==> config.mk <==
export PLATFORM = sky130hd
export DESIGN_NAME = axi4_stream_read_arbiter
export DESIGN_NICKNAME = d
export VERILOG_FILES = /design/src/rtl/axi4_stream_read_arbiter.sv
export SDC_FILE = /design/constraint.sdc
export NUM_CORES = 1
export LEC_CHECK = 0
export BUFFER_PORTS_ARGS = -buffer_cell sky130_fd_sc_hd__buf_2
export CORE_MARGIN = 5
export CORE_UTILIZATION = 48
export DETAILED_ROUTE_END_ITERATION = 16
export PLACE_DENSITY = 0.92
export SYNTH_ARGS = -nofsm -noshare
export SYNTH_HDL_FRONTEND = slang
export SYNTH_SLANG_ARGS = --single-unit
==> constraint.sdc <==
create_clock -name S_AXIS_ACLK -period 3.02 [get_ports S_AXIS_ACLK]
set_clock_uncertainty 0.05 [all_clocks]
set_input_delay 0.151 -clock S_AXIS_ACLK [delete_from_list [all_inputs] [get_ports S_AXIS_ACLK]]
set_output_delay 0.151 -clock S_AXIS_ACLK [all_outputs]
set_load 0.02 [all_outputs]
==> src/rtl/axi4_stream_read_arbiter.sv <==
// rtl/axi4_stream_read_arbiter.sv - round-robin sharing of one AXI4-Stream slave among bounded readers (optional macro: AXI4_STREAM_READ_ARB_TLAST_EN)
module axi4_stream_read_arbiter #(
    parameter int C_S_AXIS_TDATA_WIDTH = 32,
    parameter int C_NUM_REQ            = 2,
    parameter int C_LEN_WIDTH          = 16
) (
    input  logic                                S_AXIS_ACLK,
    input  logic                                S_AXIS_ARESET,
    output logic                                S_AXIS_TREADY,
    input  logic [C_S_AXIS_TDATA_WIDTH-1:0]     S_AXIS_TDATA,
    input  logic [C_S_AXIS_TDATA_WIDTH/8-1:0]   S_AXIS_TSTRB,
    input  logic                                S_AXIS_TLAST,
    input  logic                                S_AXIS_TVALID,
    input  logic [C_NUM_REQ-1:0]                req,
    input  logic [C_NUM_REQ*C_LEN_WIDTH-1:0]    req_len,
    input  logic [C_NUM_REQ-1:0]                rd_ready,
    output logic [C_NUM_REQ-1:0]                grant,
    output logic                                data_valid,
    output logic [C_S_AXIS_TDATA_WIDTH-1:0]     data,
    output logic                                data_last,
    output logic                                done,
    output logic                                done_short,
    output logic                                busy
);

    localparam int PTR_W = (C_NUM_REQ > 2) ? 2 : 1;
    localparam logic [C_LEN_WIDTH-1:0] LEN_ONE  = C_LEN_WIDTH'(1);
    localparam logic [C_NUM_REQ-1:0]   GNT_ONE  = C_NUM_REQ'(1);
    localparam logic [PTR_W-1:0]       PTR_LAST = PTR_W'(C_NUM_REQ - 1);

    typedef enum logic [1:0] {IDLE, XFER, DONE} state_t;

    state_t                 state, state_nxt;
    logic [PTR_W-1:0]       rr_ptr, win_q, arb_idx;
    logic                   arb_found;
    logic [C_NUM_REQ-1:0]   grant_q;
    logic [C_LEN_WIDTH-1:0] len_q, beat_cnt;
    logic                   short_q;
    logic                   beat, count_end, tlast_end, final_beat, short_cond;
    logic                   unused_inputs;

    assign unused_inputs = ^{S_AXIS_TSTRB, S_AXIS_TLAST};

    // Round-robin search: first requester at or after rr_ptr, wrapping once.
    always_comb begin
        int idx;
        arb_found = 1'b0;
        arb_idx   = '0;
        idx       = 0;
        for (int k = 0; k < C_NUM_REQ; k++) begin
            idx = int'(rr_ptr) + k;
            if (idx >= C_NUM_REQ) idx = idx - C_NUM_REQ;
            if (!arb_found && req[idx]) begin
                arb_found = 1'b1;
                arb_idx   = PTR_W'(idx);
            end
        end
    end

    assign beat = (state == XFER) && S_AXIS_TVALID && S_AXIS_TREADY;

`ifdef AXI4_STREAM_READ_ARB_TLAST_EN
    // A zero length means the grant runs until TLAST, so the count never ends it.
    assign count_end  = (len_q != '0) && (beat_cnt == len_q - LEN_ONE);
    assign tlast_end  = S_AXIS_TLAST;
    assign short_cond = tlast_end &&
                        (({1'b0, beat_cnt} + {1'b0, LEN_ONE}) < {1'b0, len_q});
`else
    // A zero length wraps len_q-1 to all ones, giving 2^C_LEN_WIDTH beats.
    assign count_end  = (beat_cnt == len_q - LEN_ONE);
    assign tlast_end  = 1'b0;
    assign short_cond = 1'b0;
`endif

    assign final_beat = beat && (count_end || tlast_end);

    // State register.
    always_ff @(posedge S_AXIS_ACLK) begin
        if (S_AXIS_ARESET) state <= IDLE;
        else               state <= state_nxt;
    end

    // Next state: DONE arbitrates like IDLE so back-to-back grants are two cycles apart.
    always_comb begin
        state_nxt = state;
        case (state)
            IDLE:    if (arb_found) state_nxt = XFER;
            XFER:    if (final_beat) state_nxt = DONE;
            DONE:    state_nxt = arb_found ? XFER : IDLE;
            default: state_nxt = IDLE;
        endcase
    end

    // Grant bookkeeping: load on arbitration, count beats, release on the final beat.
    always_ff @(posedge S_AXIS_ACLK) begin
        if (S_AXIS_ARESET) begin
            rr_ptr   <= '0;
            win_q    <= '0;
            grant_q  <= '0;
            len_q    <= '0;
            beat_cnt <= '0;
            short_q  <= 1'b0;
        end else begin
            case (state)
                IDLE, DONE: begin
                    if (arb_found) begin
                        grant_q  <= GNT_ONE << arb_idx;
                        win_q    <= arb_idx;
                        len_q    <= req_len[arb_idx*C_LEN_WIDTH +: C_LEN_WIDTH];
                        beat_cnt <= '0;
                        short_q  <= 1'b0;
                    end else begin
                        grant_q  <= '0;
                    end
                end
                XFER: begin
                    if (beat) beat_cnt <= beat_cnt + LEN_ONE;
                    if (final_beat) begin
                        grant_q <= '0;
                        rr_ptr  <= (win_q == PTR_LAST) ? '0 : win_q + PTR_W'(1);
                        short_q <= short_cond;
                    end
                end
                default: grant_q <= '0;
            endcase
        end
    end

    // Stream-side and status outputs, all combinational from state and live inputs.
    always_comb begin
        S_AXIS_TREADY = (state == XFER) && rd_ready[win_q];
        data_valid    = (state == XFER) && S_AXIS_TVALID;
        data_last     = final_beat;
        done          = (state == DONE);
        done_short    = (state == DONE) && short_q;
        busy          = (state != IDLE);
    end

    assign grant = grant_q;
    assign data  = S_AXIS_TDATA;

endmodule

### Yosys cells after proc, flatten, opt, wreduce, memory -nomap -nowiden

Cells that the tools add are included.

| operators by class | value |
|---|---|
| add/subtract/negate cells | 6 |
| order comparisons | 5 |
| equal/unequal tests | 7 |
| shift operators | 2 |
| multiplexer cells | 28 |
| reductions and logical operators | 16 |

Operators by type and width:

| cell | number |
|---|---|
| $lt A32 B3 Y1 const B | 2 |
| $mux W32 | 2 |
| $mux W16 | 2 |
| $pmux W16 S2 | 1 |
| $shiftx A32 B6 Y16 | 1 |
| $add A16 B1 Y16 const B | 1 |
| $eq A16 B16 Y1 | 1 |
| $mux W1 | 16 |
| $sub A16 B1 Y16 const B | 1 |
| $mux W2 | 4 |
| $ne A2 B2 Y1 const B | 4 |
| $logic_and A1 B1 Y1 | 6 |
| $pmux W2 S3 | 1 |
| $reduce_and A2 Y1 | 3 |
| $reduce_and A3 Y1 | 2 |
| $pmux W2 S2 | 1 |
| $reduce_bool A2 Y1 | 2 |
| $sub A1 B2 Y3 const B | 1 |
| $sub A2 B2 Y3 const B | 1 |
| $add A1 B1 Y2 const B | 1 |
| $eq A2 B1 Y1 const B | 1 |
| $eq A2 B2 Y1 const B | 1 |
| $ge A1 B2 Y1 const B | 1 |
| $ge A2 B2 Y1 const B | 1 |
| 7 further kinds | 7 |

| word-level totals | value |
|---|---|
| register bits after elaboration | 39 |
| bits of input ports | 76 |
| word-level logic and storage cells | 71 |

### Depth between registers and ports, before layout

| logic depth | value |
|---|---|
| word-level depth | 12 |
| mapped depth | 10 |
| mapped depth without buffers | 10 |

### Least setup slack after synthesis

No wires, ideal clock.

| timing path | value |
|---|---|
| path kind | register -> register |
| from | reg len_q[0] |
| to | reg state[0] |
| library setup time | 0.131 ns |
| data arrival time | 2.246 ns |
| setup slack | 0.594 ns |
| stages on the path, launching flop included | 11 |
| cell sequence | dfxtp_1 inv_1 ha_1 or4b_4 or4_1 o32ai_1 a31oi_1 nor3_2 nand2_1 inv_2 o22ai_2 |

| on the way | value |
|---|---|
| word-level cells in the longest chain between the ends | 5 |

Ends and longest elaborated chain:

| item | RTL line | RTL |
|---|---|---|
| start: declaration | 37 | `logic [C_LEN_WIDTH-1:0] len_q, beat_cnt;` |
| start signal: assignment | 109 | `len_q <= req_len[arb_idx*C_LEN_WIDTH +: C_LEN_WIDTH];` |
| $sub A16 B1 Y16 | 70 | `assign count_end = (beat_cnt == len_q - LEN_ONE);` |
| $eq A16 B16 Y1 | 70 |  |
| $logic_and A1 B1 Y1 | 75 | `assign final_beat = beat && (count_end \|\| tlast_end);` |
| named net data_last | 20 | `output logic data_last,` |
| $ne A2 B2 Y1 (no source line) | -- |  |
| $reduce_and A2 Y1 (no source line) | -- |  |
| end signal: assignment | 80 | `else state <= state_nxt;` |
| end: declaration | 33 | `state_t state, state_nxt;` |

The timed path passes the listed nets, and every way through them passes these cells.
A chain may end at the register's enable or synchronous reset.

### Final worst setup path

| timing path | value |
|---|---|
| from | reg len_q[0] |
| to | out data_last |

| on the way | value |
|---|---|
| word-level cells in the longest chain between the ends | 3 |

Ends and longest elaborated chain:

| item | RTL line |
|---|---|
| $sub A16 B1 Y16 | 70 |
| $eq A16 B16 Y1 | 70 |
| $logic_and A1 B1 Y1 | 75 |
| end: declaration | 20 |

Every way passes these cells.

==> run metrics <==
PD cells=486 mW/mm2; Met1 Wirelength=between 2 and 2.5 mm; Mapped Cells=slightly above 300; antenna cells=0; First DRT Iteration DRCs=130; initial antenna violation count=0; status=complete, no violations; post-synth top area share=~30%; number of global-route vias before repair=1,976; Worst Max-Slew Pin Slew=0.526 ns; CP max stage cell=or4b_4; final period utilization=between 90% and 100%; gr usage total=14.8%; die height=a little over 80 um; routed len/inst=13.6 um; total CTS buffers=5; Synth Cell Area=about 0.0026 mm2; area leader, netlist=dfxtp_1; number of detailed-route iterations in the first pass=4; # port buffers=45; share of cells above drive strength 1=25.2%; Slew Viols, Final=0; Starting Density=49.8%; dpl hpwl=~4.0 mm; Top FF cell, synth=dfxtp_1; DR WL met3=327 um; TritonCTS clock tree=done; total negative slack=0 ns; CP max FO=7; Max VDD drop=0.000296 V; Placed Cells=~380; met2 wire len=2.54 mm; # clock sinks=38; minimum clock period=2.89 ns; min-delay src=req_len[19]; Finished Layout Cells=384; Critical Path AT=2.69 ns; nets@finish=392; Seq cells post-synth=38; CP required=2.82 ns; Final setup viols=0; H-tree levels=2; sequential share of the synthesized area=about 30%; Max Clock Freq=0.346 GHz; Layout area overhead=4.84%; Crit. Startpoint=len_q[0]; I/O pins=116; grt total ovfl=0; top cell family by delay on the critical path=simple AND/OR/NAND/NOR gates; Vias=between 2,000 and 2,500; GP Congestion=0.924; final hold violations=0; number of cell rows=26; die width=a little over 80 um; Synth area leaders=dfxtp_1 (30%), buf_4 (10%), mux2i_1 (7.4%), nor2_1 (7.0%), xor2_1 (5.8%); RSZ-0062 raised after global routing=no; WHS=0.148 ns; crit path buf inv count=3; hold depth=3; worst reg2reg path depth=11; post-route ant nets=0; Worst setup SP type=register; critical path depth=10; post-synthesis cell type count=56; Top Metal Used=met4; headroom to the max-slew limit=64.9%; Max stage delay on crit path=0.49 ns; number of max-cap violations=0; drt total wl=~5.2 mm; worst path cell trace=inv_1, ha_4, or4b_4, or4_1, o32ai_1, a31oi_1, nor3_2, nand2_1, inv_2, buf_2; Clock transition at path regs=approximately 0.07 ns; R2R Path Start=len_q[0]; core footprint=0.00514 mm2; Synth warnings=0; latest clock arrival within the worst-skew pair=0.28 ns; post-synthesis area per instance=8.48 um2; cts hold-fix bufs=0; # DRC=0; WS Path Type=register to output pin; Design Area, Final=0.00269 mm2; post-placement cell area=around 0.0026 mm2; min-delay worst type=input pin to register; Total Die Area=0.00690 mm2; Syn Nets=380; Post-synth EDFFs=0; clk root buf=clkbuf_8; largest net degree at the start of global routing=33; maximum buffer depth of the clock tree=2; Leak Pwr=approximately 1.1 nW; Avg Vias per Cell=5.40; async set or reset register ratio after synthesis=0%; global-route wire length before repair=8.78 mm; crit path capture type=output pin
-- per-layer routing --
| layer | vias to the layer above | GRT usage [%] |
|---|---|---|
| li1 | 1041 | - |
| met1 | 956 | 17.9 |
| met2 | 59 | 25.1 |
| met3 | 16 | 3.86 |
| met4 | 0 | 5.35 |
| met5 | - | 0 |
-- what timing repair did --
action / CTS / global route
setup buffers: 1 / 1
resized for setup: 1 / 2
pin swaps: 1 / 1
endpoints found under the setup margin: 1 / 1
-- registers in the layout, indices dropped and copies added, names as in the netlist --
register / cells
beat_cnt: 16
len_q: 16
grant: 2
state: 2
rr_ptr: 1
win_q: 1
-- cell usage after synthesis, types with 2 or more instances --
cell type	number
a21oi_1	5
or3_1	2
nand4_1	6
xor2_1	17
mux2i_1	19
nor3b_1	2
o21ai_0	2
nand3_1	5
buf_4	34
a211oi_1	17
ha_1	2
dfxtp_1	38
clkbuf_1	8
nor4_1	5
and3_1	5
and2_1	2
inv_1	7
nor2_1	48
a21boi_0	2
nor3_2	2
o21bai_1	2
nand3b_1	2
nor3_1	6
o31ai_2	2
buf_6	3
a31oi_1	3
o21ai_1	2
xnor2_1	16
nand2_1	11
-- final timing paths --
kind	slack (ns)	endpoint
worst max-delay path	0.13	data_last
worst min-delay path	0.15	len_q[3]
worst max register to register	0.42	state[0]
worst min register to register	0.43	grant[1]
-- power breakdown --
part	leakage [nW]	switching, mW	internal (mW)	total [mW]
registers	0.311	0.0568	0.536	0.593
clock network	0.0438	0.165	0.155	0.320
logic	0.792	0.205	0.186	0.392
-- kinds of logic after synthesis --
| kind of cell | share of synthesized area, % |
|---|---|
| other | 0.146 |
| adder cells (fa/ha/maj) | 0.977 |
| multiplexers | 7.43 |
| XOR/XNOR | 11.3 |
| flip-flops | 29.7 |
| AO/OA/AOI/OAI | 13.2 |
| AND/OR/NAND/NOR | 23.1 |
| buffers and inverters | 14.2 |
-- cell type report --
cell class / count / area, um2
Inverter: 8 / 30.0
Timing Repair Buffer: 51 / 270
Clock buffer: 5 / 68.8
Tap cell: 70 / 87.6
Multi-Input combinational cell: 210 / 1460
Fill cell: 489 / 2450
Clock inverter: 2 / 10.0
Sequential cell: 38 / 762
-- tightest hold or removal path, stage by stage --
cell      delay (ns)
buf_2           0.09
mux2i_1         0.11
a211oi_1        0.08
-- layout by cell type, fill, tap and decap left out, types with 6 or more instances in the layout --
cell type	instances
a211oi_1	17
dfxtp_1	37
nand2_1	11
nor3_1	6
nor2_1	47
buf_4	6
mux2i_1	19
xor2_1	17
xnor2_1	16
buf_2	45
nand4_1	6
inv_1	7
-- metrics by stage --
stage                     setup WS [ns]  power, mW  util, %
after detailed placement          0.280      0.974     50.1
after CTS                        0.0147       1.30     51.9
after global placement            0.340      0.961     50.1
final                             0.129       1.30     52.2
after global routing             0.0223       1.38     52.2
after floorplan                   0.594      0.945        -
(Power assumes the default switching activity.)
